--- src/rtl/traffic_pkg.sv ---
// Shared lamp encodings, FSM state type and default timing for the
// highway/city-road intersection controller.
package traffic_pkg;

  localparam logic [1:0] LAMP_RED    = 2'b00;
  localparam logic [1:0] LAMP_YELLOW = 2'b01;
  localparam logic [1:0] LAMP_GREEN  = 2'b10;

  typedef enum logic [1:0] {
    S_HG = 2'b00,
    S_HY = 2'b01,
    S_CG = 2'b10,
    S_CY = 2'b11
  } state_e;

  localparam int DEF_CAR_THRESH    = 5;
  localparam int DEF_MIN_HWY_GREEN = 4;
  localparam int DEF_YELLOW_CYCLES = 2;
  localparam int DEF_CITY_GREEN    = 5;
  localparam int DEF_TMR_W         = 4;

  typedef struct packed {
    logic [1:0] hwy;
    logic [1:0] city;
  } lamps_t;

  function automatic lamps_t make_lamps(input logic [1:0] hwy, input logic [1:0] city);
    lamps_t l;
    l.hwy  = hwy;
    l.city = city;
    return l;
  endfunction

endpackage

--- src/rtl/traffic_dwell_timer.sv ---
// Saturating cycle counter for the time spent in the current FSM state;
// clear wins over enable so the count restarts at 0 on a state change.
module traffic_dwell_timer #(
  parameter int TMR_W = 4
) (
  input  logic             clk_i,
  input  logic             rst_i,
  input  logic             clear_i,
  input  logic             en_i,
  output logic [TMR_W-1:0] count_o
);

  logic [TMR_W-1:0] count_q;
  logic [TMR_W-1:0] count_d;

  always_comb begin
    count_d = count_q;
    if (clear_i) begin
      count_d = '0;
    end else if (en_i && (count_q != {TMR_W{1'b1}})) begin
      count_d = count_q + 1'b1;
    end
  end

  always_ff @(posedge clk_i or posedge rst_i) begin
    if (rst_i) begin
      count_q <= '0;
    end else begin
      count_q <= count_d;
    end
  end

  assign count_o = count_q;

endmodule

--- src/rtl/mealy_traffic_fsm.sv ---
// Mealy highway/city-road light controller. Optional macro CITY_GAPOUT_EN
// lets an empty city road cut city green short.
module mealy_traffic_fsm #(
  parameter int CAR_THRESH    = 5,
  parameter int MIN_HWY_GREEN = 4,
  parameter int YELLOW_CYCLES = 2,
  parameter int CITY_GREEN    = 5,
  parameter int TMR_W         = 4
) (
  input  logic       clock,
  input  logic       reset,
  input  logic [2:0] carCount,
  output logic [1:0] Highway,
  output logic [1:0] Cityroad
);

  import traffic_pkg::*;

  // Timer value seen during the final cycle of each dwell.
  localparam logic [TMR_W-1:0] HG_LAST = TMR_W'(MIN_HWY_GREEN - 1);
  localparam logic [TMR_W-1:0] Y_LAST  = TMR_W'(YELLOW_CYCLES - 1);
  localparam logic [TMR_W-1:0] CG_LAST = TMR_W'(CITY_GREEN - 1);
  localparam logic [2:0]       THRESH  = 3'(CAR_THRESH);
`ifdef CITY_GAPOUT_EN
  localparam logic [TMR_W-1:0] GAP_MIN = TMR_W'(1);
`endif

  state_e           state_q;
  state_e           state_d;
  logic [TMR_W-1:0] timer;
  logic             go;
  logic             cg_end;
  lamps_t           lamps;

  traffic_dwell_timer #(
    .TMR_W (TMR_W)
  ) u_timer (
    .clk_i   (clock),
    .rst_i   (reset),
    .clear_i (state_d != state_q),
    .en_i    (1'b1),
    .count_o (timer)
  );

  always_ff @(posedge clock or posedge reset) begin
    if (reset) begin
      state_q <= S_HG;
    end else begin
      state_q <= state_d;
    end
  end

  always_comb begin
    state_d = state_q;
    go      = 1'b0;
    cg_end  = 1'b0;
    lamps   = make_lamps(LAMP_GREEN, LAMP_RED);
    case (state_q)
      S_HG: begin
        go = (timer >= HG_LAST) && (carCount >= THRESH);
        if (go) begin
          lamps.hwy = LAMP_YELLOW;
          state_d   = S_HY;
        end
      end
      S_HY: begin
        lamps = make_lamps(LAMP_YELLOW, LAMP_RED);
        if (timer >= Y_LAST) begin
          state_d = S_CG;
        end
      end
      S_CG: begin
        lamps  = make_lamps(LAMP_RED, LAMP_GREEN);
        cg_end = (timer >= CG_LAST);
`ifdef CITY_GAPOUT_EN
        cg_end = cg_end || ((carCount == 3'd0) && (timer >= GAP_MIN));
`endif
        if (cg_end) begin
          lamps.city = LAMP_YELLOW;
          state_d    = S_CY;
        end
      end
      S_CY: begin
        lamps = make_lamps(LAMP_RED, LAMP_YELLOW);
        if (timer >= Y_LAST) begin
          state_d = S_HG;
        end
      end
      default: begin
        state_d = S_HG;
      end
    endcase
    // Hold the idle lamp pattern for as long as reset is asserted.
    if (reset) begin
      lamps = make_lamps(LAMP_GREEN, LAMP_RED);
    end
  end

  assign Highway  = lamps.hwy;
  assign Cityroad = lamps.city;

endmodule

--- config.mk ---
export PLATFORM = sky130hd
export DESIGN_NAME = mealy_traffic_fsm
export DESIGN_NICKNAME = d
export VERILOG_FILES = /design/src/rtl/traffic_pkg.sv /design/src/rtl/traffic_dwell_timer.sv /design/src/rtl/mealy_traffic_fsm.sv
export SDC_FILE = /design/constraint.sdc
export NUM_CORES = 1
export LEC_CHECK = 0
export CAP_MARGIN = 20
export CORE_AREA = 4 4 41 43
export CTS_CLUSTER_DIAMETER = 50
export DETAILED_ROUTE_END_ITERATION = 6
export DIE_AREA = 0 0 45 47
export GPL_ROUTABILITY_DRIVEN = 0
export HOLD_SLACK_MARGIN = 0.08
export MAX_ROUTING_LAYER = met4
export SLEW_MARGIN = 15
export SYNTH_ARGS = -nofsm -noshare
export SYNTH_HDL_FRONTEND = slang
export SYNTH_HIERARCHICAL = 1
export SYNTH_SLANG_ARGS = --single-unit
--- constraint.sdc ---
create_clock -name clock -period 2.4 [get_ports clock]
set_input_delay 0.36 -clock clock [delete_from_list [all_inputs] [get_ports clock]]
set_output_delay 0.36 -clock clock [all_outputs]
set_load 0.01 [all_outputs]
Yosys cells after proc, flatten, opt, wreduce, memory -nomap -nowiden
Index checks and enable logic that the tools add are counted.

word-level totals
  register bits after elaboration = 6
  latch bits = 0
  memory bits (writable) = 0
  memory bits (read-only) = 0
  bits of input ports = 5
  output and inout port bits = 4
  word-level logic and storage cells = 28
  memories = 0

operators by class
  add/subtract/negate cells = 1
  $mul = 0
  divide/modulo/power cells = 0
  order comparisons = 4
  equality and inequality tests = 5
  shift operators = 0
  mux-type cells = 12
  bitwise logic cells = 0
  reduce and logical (&&, ||, !) cells = 4

operator list
  kind                                                                number
  two-way mux 2 bit                                                   6
  two-way mux 4 bit                                                   3
  case mux 2 bit (4 select lines)                                     1
  case mux 2 bit (3 select lines)                                     1
  adder 4 x 1 -> 4 bit (second input constant)                        1
  == test 2 bit (second input constant)                               2
  greater-or-equal comparator 4 x 1 -> 1 bit (second input constant)  1
  greater-or-equal comparator 4 x 2 -> 1 bit (second input constant)  1
  greater-or-equal comparator 4 x 3 -> 1 bit (second input constant)  1
  inequality test 4 bit (second input constant)                       1
  case mux 2 bit (2 select lines)                                     1
  greater-or-equal comparator 3 bit (second input constant)           1
  == test 2 x 1 -> 1 bit (second input constant)                      1
  zero test 2 bit                                                     1
  inequality test 2 bit                                               1
  nonzero test 2 bit                                                  1
  OR reduction 2 bit                                                  1
  logical AND 1 bit                                                   1

Depth between registers and ports, before layout
  depth in word-level cells = 6
  depth in mapped cells = 6
  gate-level depth less buffers = 5

By module
Netlist, hierarchy kept.

modules (own cells, without submodules)
  module               instances  cells an instance  area each (um^2)  seq. area each (um^2)
  traffic_dwell_timer  1          21                 230.2             100.1
  mealy_traffic_fsm    1          28                 214.0             50.0

Least setup slack after synthesis
Ideal clock, no wire load.

  path kind = reg2out
  start point = register u_timer.count_q[2] (netlist: u_timer/count_o[2])
  end point = output Highway[1]
  arrival = 1041 ps
  slack = 999 ps
  stages on the path, launching flop included = 4
  buffers on the path = 0
  cell sequence = dfrtp_1 nor2_1 a21oi_1 o31ai_1

on the way
  longest elaborated chain between the ends = 5

ends and longest elaborated chain
  element                                     RTL line                   RTL
  start, declared                             traffic_dwell_timer.sv:13  logic [TMR_W-1:0] count_q;
  start signal, assigned                      traffic_dwell_timer.sv:29  count_q <= count_d;
  greater-or-equal comparator 4 x 2 -> 1 bit  mealy_traffic_fsm.sv:60    go = (timer >= HG_LAST) && (carCount >= THRESH);
  logical AND 1 bit                           mealy_traffic_fsm.sv:60
  two-way mux 2 bit                           mealy_traffic_fsm.sv:61    if (go) begin
  case mux 2 bit (3 select lines)             mealy_traffic_fsm.sv:58    case (state_q)
  two-way mux 4 bit                           mealy_traffic_fsm.sv:94    if (reset) begin
  end, declared                               mealy_traffic_fsm.sv:13    output logic [1:0] Highway,

No other way between the ends.

Worst setup path after layout
  start point = input carCount[0]
  end point = output Highway[1]

on the way
  longest elaborated chain between the ends = 5

ends and longest elaborated chain
  element                            RTL line                 RTL
  start, declared                    mealy_traffic_fsm.sv:12  input logic [2:0] carCount,
  greater-or-equal comparator 3 bit  mealy_traffic_fsm.sv:60
  logical AND 1 bit                  mealy_traffic_fsm.sv:60
  two-way mux 2 bit                  mealy_traffic_fsm.sv:61
  case mux 2 bit (3 select lines)    mealy_traffic_fsm.sv:58
  two-way mux 4 bit                  mealy_traffic_fsm.sv:94

No other way between the ends.

==> qor.yml <==
outcome:
  status: "finished clean"
global_route:
  grt_pass1_wl_mm: 1.39
  grt_max_degree: 11
  grt_pass1_vias: 328
  grt_usage_pct: 10.3
  grt_overflow: 0
  antenna_found_initial: 0
setup_path:
  endpoint_kind: "primary output"
  critPathMaxFanout: 4
  critPathBufInv: 2
  start_kind: "input port"
  slowest_stage: "clkdlybuf4s50_1"
  worst-setup-path-type: "input port to primary output"
  critPathMostFrequentCell: "clkdlybuf4s50_1"
  critical_path.cell_chain: "clkdlybuf4s50_1, o21ai_2, a21oi_1, o31ai_1, clkdlybuf4s50_1"
  slowest_delay_ns: 0.57
  arrival_ns: 1.82
  critPathRequiredTime_ns: 2.04
  crit_family: "buffers and inverters"
clock_tree:
  root_buffer: "clkbuf_4"
  cts.sinks: 6
  cts_resized: 0
  holdBufCountCts: 0
  numCtsBuffers: 3
  insertion_delay_ns: 0.24
  clk_path_buf_depth: 2
  cts_setup_buffers: 0
  cts_max_level: 1
  path_clk_slew_ns: 0.04
  cts_tree: "built"
job:
  max-cap-violations: 0
power_and_ir_drop:
  switchingPower_w: 0.000266
  switching_share_pct: 40.7
  p_int_w: 0.000388
  power.share.sequential_pct: 36.5
  power_frac_comb_pct: 49.8
  p_per_area_nw_per_um2: 1160
  p_clk_share_pct: 13.7
  p_leak_nw: 0.268
  vdd_drop_max_mv: 0.423
synth:
  synth_edf_count: 0
  yosysTopAreaCellShare_pct: 33.8
  synth_area_um2: 444
  synthAdderAreaFrac_pct: 2.82
  syn_area_per_cell_um2: 9.06
  synth_xor_area_share_pct: 1.97
  synth_compound_area_share_pct: 23.4
  synth_warnings: 6
  async_reset_ff_share_pct: 100
  synth.most_common_cell: "dfrtp_1"
  synth.mux.area_fraction_pct: 5.63
  synth_top_area_cell: "dfrtp_1"
  synthTopCellsByArea: "dfrtp_1 (34%), a31oi_4 (4.8%), inv_1 (4.2%)"
  synth-seq-area-share_pct: 33.8
  syn-instance-count: 49
  ys_ff_latch: 6
  synth.top_cells.by_count: "dfrtp_1 (6), inv_1 (5), nor2_1 (4), nand2b_1 (3), nor3_1 (3)"
  synth_cell_type_count: 29
  synthSimpleGateAreaFrac_pct: 24.5
  synth_top_family_by_area: "simple AND/OR/NAND/NOR gates"
  synth_top_flop_cell: "dfrtp_1"
route:
  drc: 0
  drt-total-wl_um: 831
  drt_iter0_drc: 6
  vias_per_cell: 4.76
  routedWlPerCell_um: 10.9
  vias: 362
  drtAntennaViolNets: 0
  drt_pre_antenna_iters: 4
min_path:
  hold_path.class: "input port to async pin"
sta:
  rsz0062_at_grt: "no"
  skew_ns: 0.00281
  slew_violations: 0
  hold_slack_ns: 0.341
  fin_crit_sh_pct: 91.0
  setup-violations-final: 0
  finalCriticalPeriod_ns: 2.18
  hold_viol: 0
  timing.fmax_ghz: 0.458
  finalSetupTns_ns: 0
die:
  core-area_um2: 1300
  die_area_um2: 2120
  rows: 13
  start_util_pct: 34.1
  num_io_pins: 9
  die_w_um: 45
  die_h_um: 47
placement:
  io_buffers: 8
  dp_hpwl_um: 689
cells_and_area:
  drive_gt1_share_pct: 14.8
  area_growth_pct: 27.0
  layout.nets: 69
  diodes: 0
kinds of logic after synthesis:
group                    Yosys count
other                              1
buffers and inverters              7
flip-flops                         6
multiplexers                       2
adder cells (fa/ha/maj)            1
AO/OA/AOI/OAI                     12
AND/OR/NAND/NOR                   19
XOR/XNOR                           1
area by class of cell:
cell class                 instances  area, um^2
multi-input combinational         39         274
tap                               15        18.8
timing repair buffer               8        80.1
clock buffer                       3        22.5
sequential                         6         150
fill                             139         737
inverter                           5        18.8
layout by cell type, fill, tap and decap left out:
cell,Yosys,final
nor4_1,1,1
nor3_1,3,3
a21oi_1,2,2
nor2b_1,2,2
nand4_1,1,1
nor2_1,4,4
a211oi_1,2,2
a22oi_1,1,1
nand2b_1,3,3
ha_1,1,1
inv_1,5,5
xnor2_1,1,1
o21ai_0,1,1
nor4_2,1,1
mux2i_1,1,1
and3_1,1,1
dfrtp_1,6,6
a21o_2,1,1
and4_1,1,1
a211o_2,1,1
clkdlybuf4s50_1,0,8
mux2_4,1,1
clkbuf_4,0,3
o31ai_1,1,1
o21ai_2,1,1
nand2_1,2,2
o211a_1,1,1
a31oi_4,1,1
conb_1,1,4
final timing paths:
path / start / end / slack (ns) / cells past startpoint
setup / recovery: carCount[0] / Highway[1] / 0.22 / 5
hold / removal: reset / u_timer/count_o[2] / 0.34 / 2
setup reg to reg: state_q[0] / u_timer/count_o[0] / 0.80 / 5
hold reg to reg: state_q[1] / state_q[1] / 0.61 / 1
max in group asynchronous: reset / state_q[0] / 1.89 / 2
min in group clock: state_q[1] / state_q[1] / 0.61 / 1
metal layers:
layer | vias to the layer above | routed length, um | GRT usage (%)
met5 | - | 0 | -
li1 | 194 | - | -
met2 | 5 | 431 | 15.8
met1 | 161 | 354 | 9.93
met3 | 2 | 41 | 5.75
met4 | 0 | 4 | 7.02
per-stage QoR:
| stage | total power, W | util (%) | worst slack (ns) | std cells | area, um^2 |
|---|---|---|---|---|---|
| 6_report | 0.000654 | 43.4 | 0.217 | 76 | 564 |
| 5_1_grt | 0.000731 | 43.4 | 0.0331 | 76 | 564 |
| 4_1_cts | 0.000668 | 43.4 | 0.213 | 76 | 564 |
| 3_5_place_dp | 0.000573 | 41.6 | 0.213 | 73 | 542 |
| 3_3_place_gp | 0.000566 | 41.6 | 0.233 | 73 | 542 |
| 2_1_floorplan | 0.000482 | - | 0.999 | 52 | 455 |
power groups by stage:
stage / logic, W / registers, W / clock network [W]
after floorplan: 0.000285 / 0.000197 / 0
final: 0.000325 / 0.000239 / 0.0000898
after global placement: 0.000325 / 0.000240 / 0
after CTS: 0.000333 / 0.000240 / 0.0000950
after detailed placement: 0.000332 / 0.000242 / 0
after global routing: 0.000371 / 0.000252 / 0.000109
registers in the layout (all words and copies together) (netlist names):
register / flops
state_q: 2
u_timer/count_o: 4
Power figures use the tool's default switching activity.
==> patch, RTL diff (same flow settings) <==
`TMR_W` is set to 4 in 2 places; all go to 3.
--- a/src/rtl/traffic_dwell_timer.sv
+++ b/src/rtl/traffic_dwell_timer.sv
@@ -1,7 +1,7 @@
 // Saturating cycle counter for the time spent in the current FSM state;
 // clear wins over enable so the count restarts at 0 on a state change.
 module traffic_dwell_timer #(
-  parameter int TMR_W = 4
+  parameter int TMR_W = 3
 ) (
   input  logic             clk_i,
   input  logic             rst_i,
--- a/src/rtl/mealy_traffic_fsm.sv
+++ b/src/rtl/mealy_traffic_fsm.sv
@@ -5,7 +5,7 @@
   parameter int MIN_HWY_GREEN = 4,
   parameter int YELLOW_CYCLES = 2,
   parameter int CITY_GREEN    = 5,
-  parameter int TMR_W         = 4
+  parameter int TMR_W         = 3
 ) (
   input  logic       clock,
   input  logic       reset,
Behaviour: no difference found for any inputs over 10 cycles, from zero or initial values and one cycle with reset high; that may be too few to reach the edited logic, so the function may still have changed.
==> patch against the unedited design <==
  * Final area down 10%
  * Power down 15%
  * Sequential cell count down 1
  * Worst setup slack better by 31 ps
  * Wire length down 16%
  * Via count down 14%
  * Combinational power down 17%
  * Area after synthesis down 13%
  * Die area unchanged
  * Count of clock-buffer cells in the layout up 1
  * Critical path type unchanged
==> patch: results <==
group,metric,value,unit
outcome,outcome,"completed",
logic_synthesis,ys_types,24,
finish,design.seq.count,5,
power,leakagePower,0.220,nW
drt,drtIter0Drc,7,
place,portBuffers,8,
setup_path,r2r_start,"u_timer/count_o[0]",
global_route,grt_usage,8.85,%
logic_synthesis,synth_xor_area_share,2.27,%
finish,antennaDiodeCount,0,
logic_synthesis,synth_compound_area_share,16.9,%
setup_path,worstPathMaxFanout,3,
finish,multi_input_area,250,sq um
setup_path,critPathArrivalTime,1790,ps
setup_path,r2r_slack,930,ps
power,power_switching_share,38.2,%
power,sequentialPower,0.000191,W
finish,seq_share,24.6,%
clocking,cts-root-buf,"clkbuf_4",
logic_synthesis,synthMuxAreaShare,9.42,%
clocking,cts_made_buffers,3,
setup_path,ff2ff_path_depth,4,
finish,nNetsFinal,61,
finish,clkbuf_count,4,
finish,buf_share,15.8,%
clocking,clkTransAtPathRegs,40,ps
timing,skew,0.697,ps
place,dpl.hpwl,545,um
drt,num_vias,312,
power,vdd_ir_drop_max,657,uV
setup_path,cp_slowest_stage_delay,570,ps
finish,largest_register_ffs,3,
power,p_switching,0.000213,W
drt,wl_per_cell,10.3,um
logic_synthesis,ys_top_cells_by_area,"dfrtp_1, ha_1, nand4bb_1, nand2b_1, nor2_1",
logic_synthesis,ys_seq_area_share,32.5,%
clocking,ctsLongestPathBuffers,2,
setup_path,cp_slowest_cell,"clkdlybuf4s50_1",
drt,drt_pre_antenna_iters,2,
finish,fillers,138,
finish,inverters,2,
global_route,grt_max_degree,9,
finish,nMultiInputCombCells,34,
global_route,grt_pass1_vias,291,
setup_path,reg2reg_to,"u_timer/count_o[0]",
power,p_comb,0.000269,W
timing,setup_viol,0,
logic_synthesis,synthAdderAreaFrac,6.49,%
finish,clkCellAreaFrac,5.17,%
min_path,holdCritPathClass,"in2async",
logic_synthesis,ys_warn_count,6,
global_route,grt_pass1_wl,1220,um
finish,drive_gt1_share,18.9,%
logic_synthesis,yosys-top-cells-count,"dfrtp_1, nor2_1, nand2b_1",
==> patch: cell types whose count changed after synthesis, sizes merged, moves of 2 or more <==
cell	change
nand4bb	+2
inv	-3
nor4	-2
nor2	+2
a211oi	-2
==> patch: metrics by stage <==
step | cell area (sq um) | cells | setup slack (ps) | hold slack [ps] | util [%]
CTS | 508 | 68 | 237 | 341 | 39.0
floorplan | 393 | 43 | 1020 | 114 | -
finish | 508 | 68 | 248 | 341 | 39.0
detailed placement | 482 | 64 | 246 | 604 | 37.0
global placement | 482 | 64 | 238 | 598 | 37.0
global route | 508 | 68 | 177 | 360 | 39.0
==> patch: worst reg2reg max path, cell delays in order (launching register included) <==
cell	delay (ps)
dfrtp_1	440
ha_1	230
ha_1	230
nor2b_4	150
mux2_4	300
==> patch: routing by layer <==
layer | part of all wire [%] | track usage, % | vias to the layer above
met3 | 12 | 7.28 | 0
met1 | 43 | 10.1 | 141
met4 | 0 | 3.51 | 0
met5 | 0 | - | -
met2 | 45 | 11.0 | 9
li1 | - | - | 162
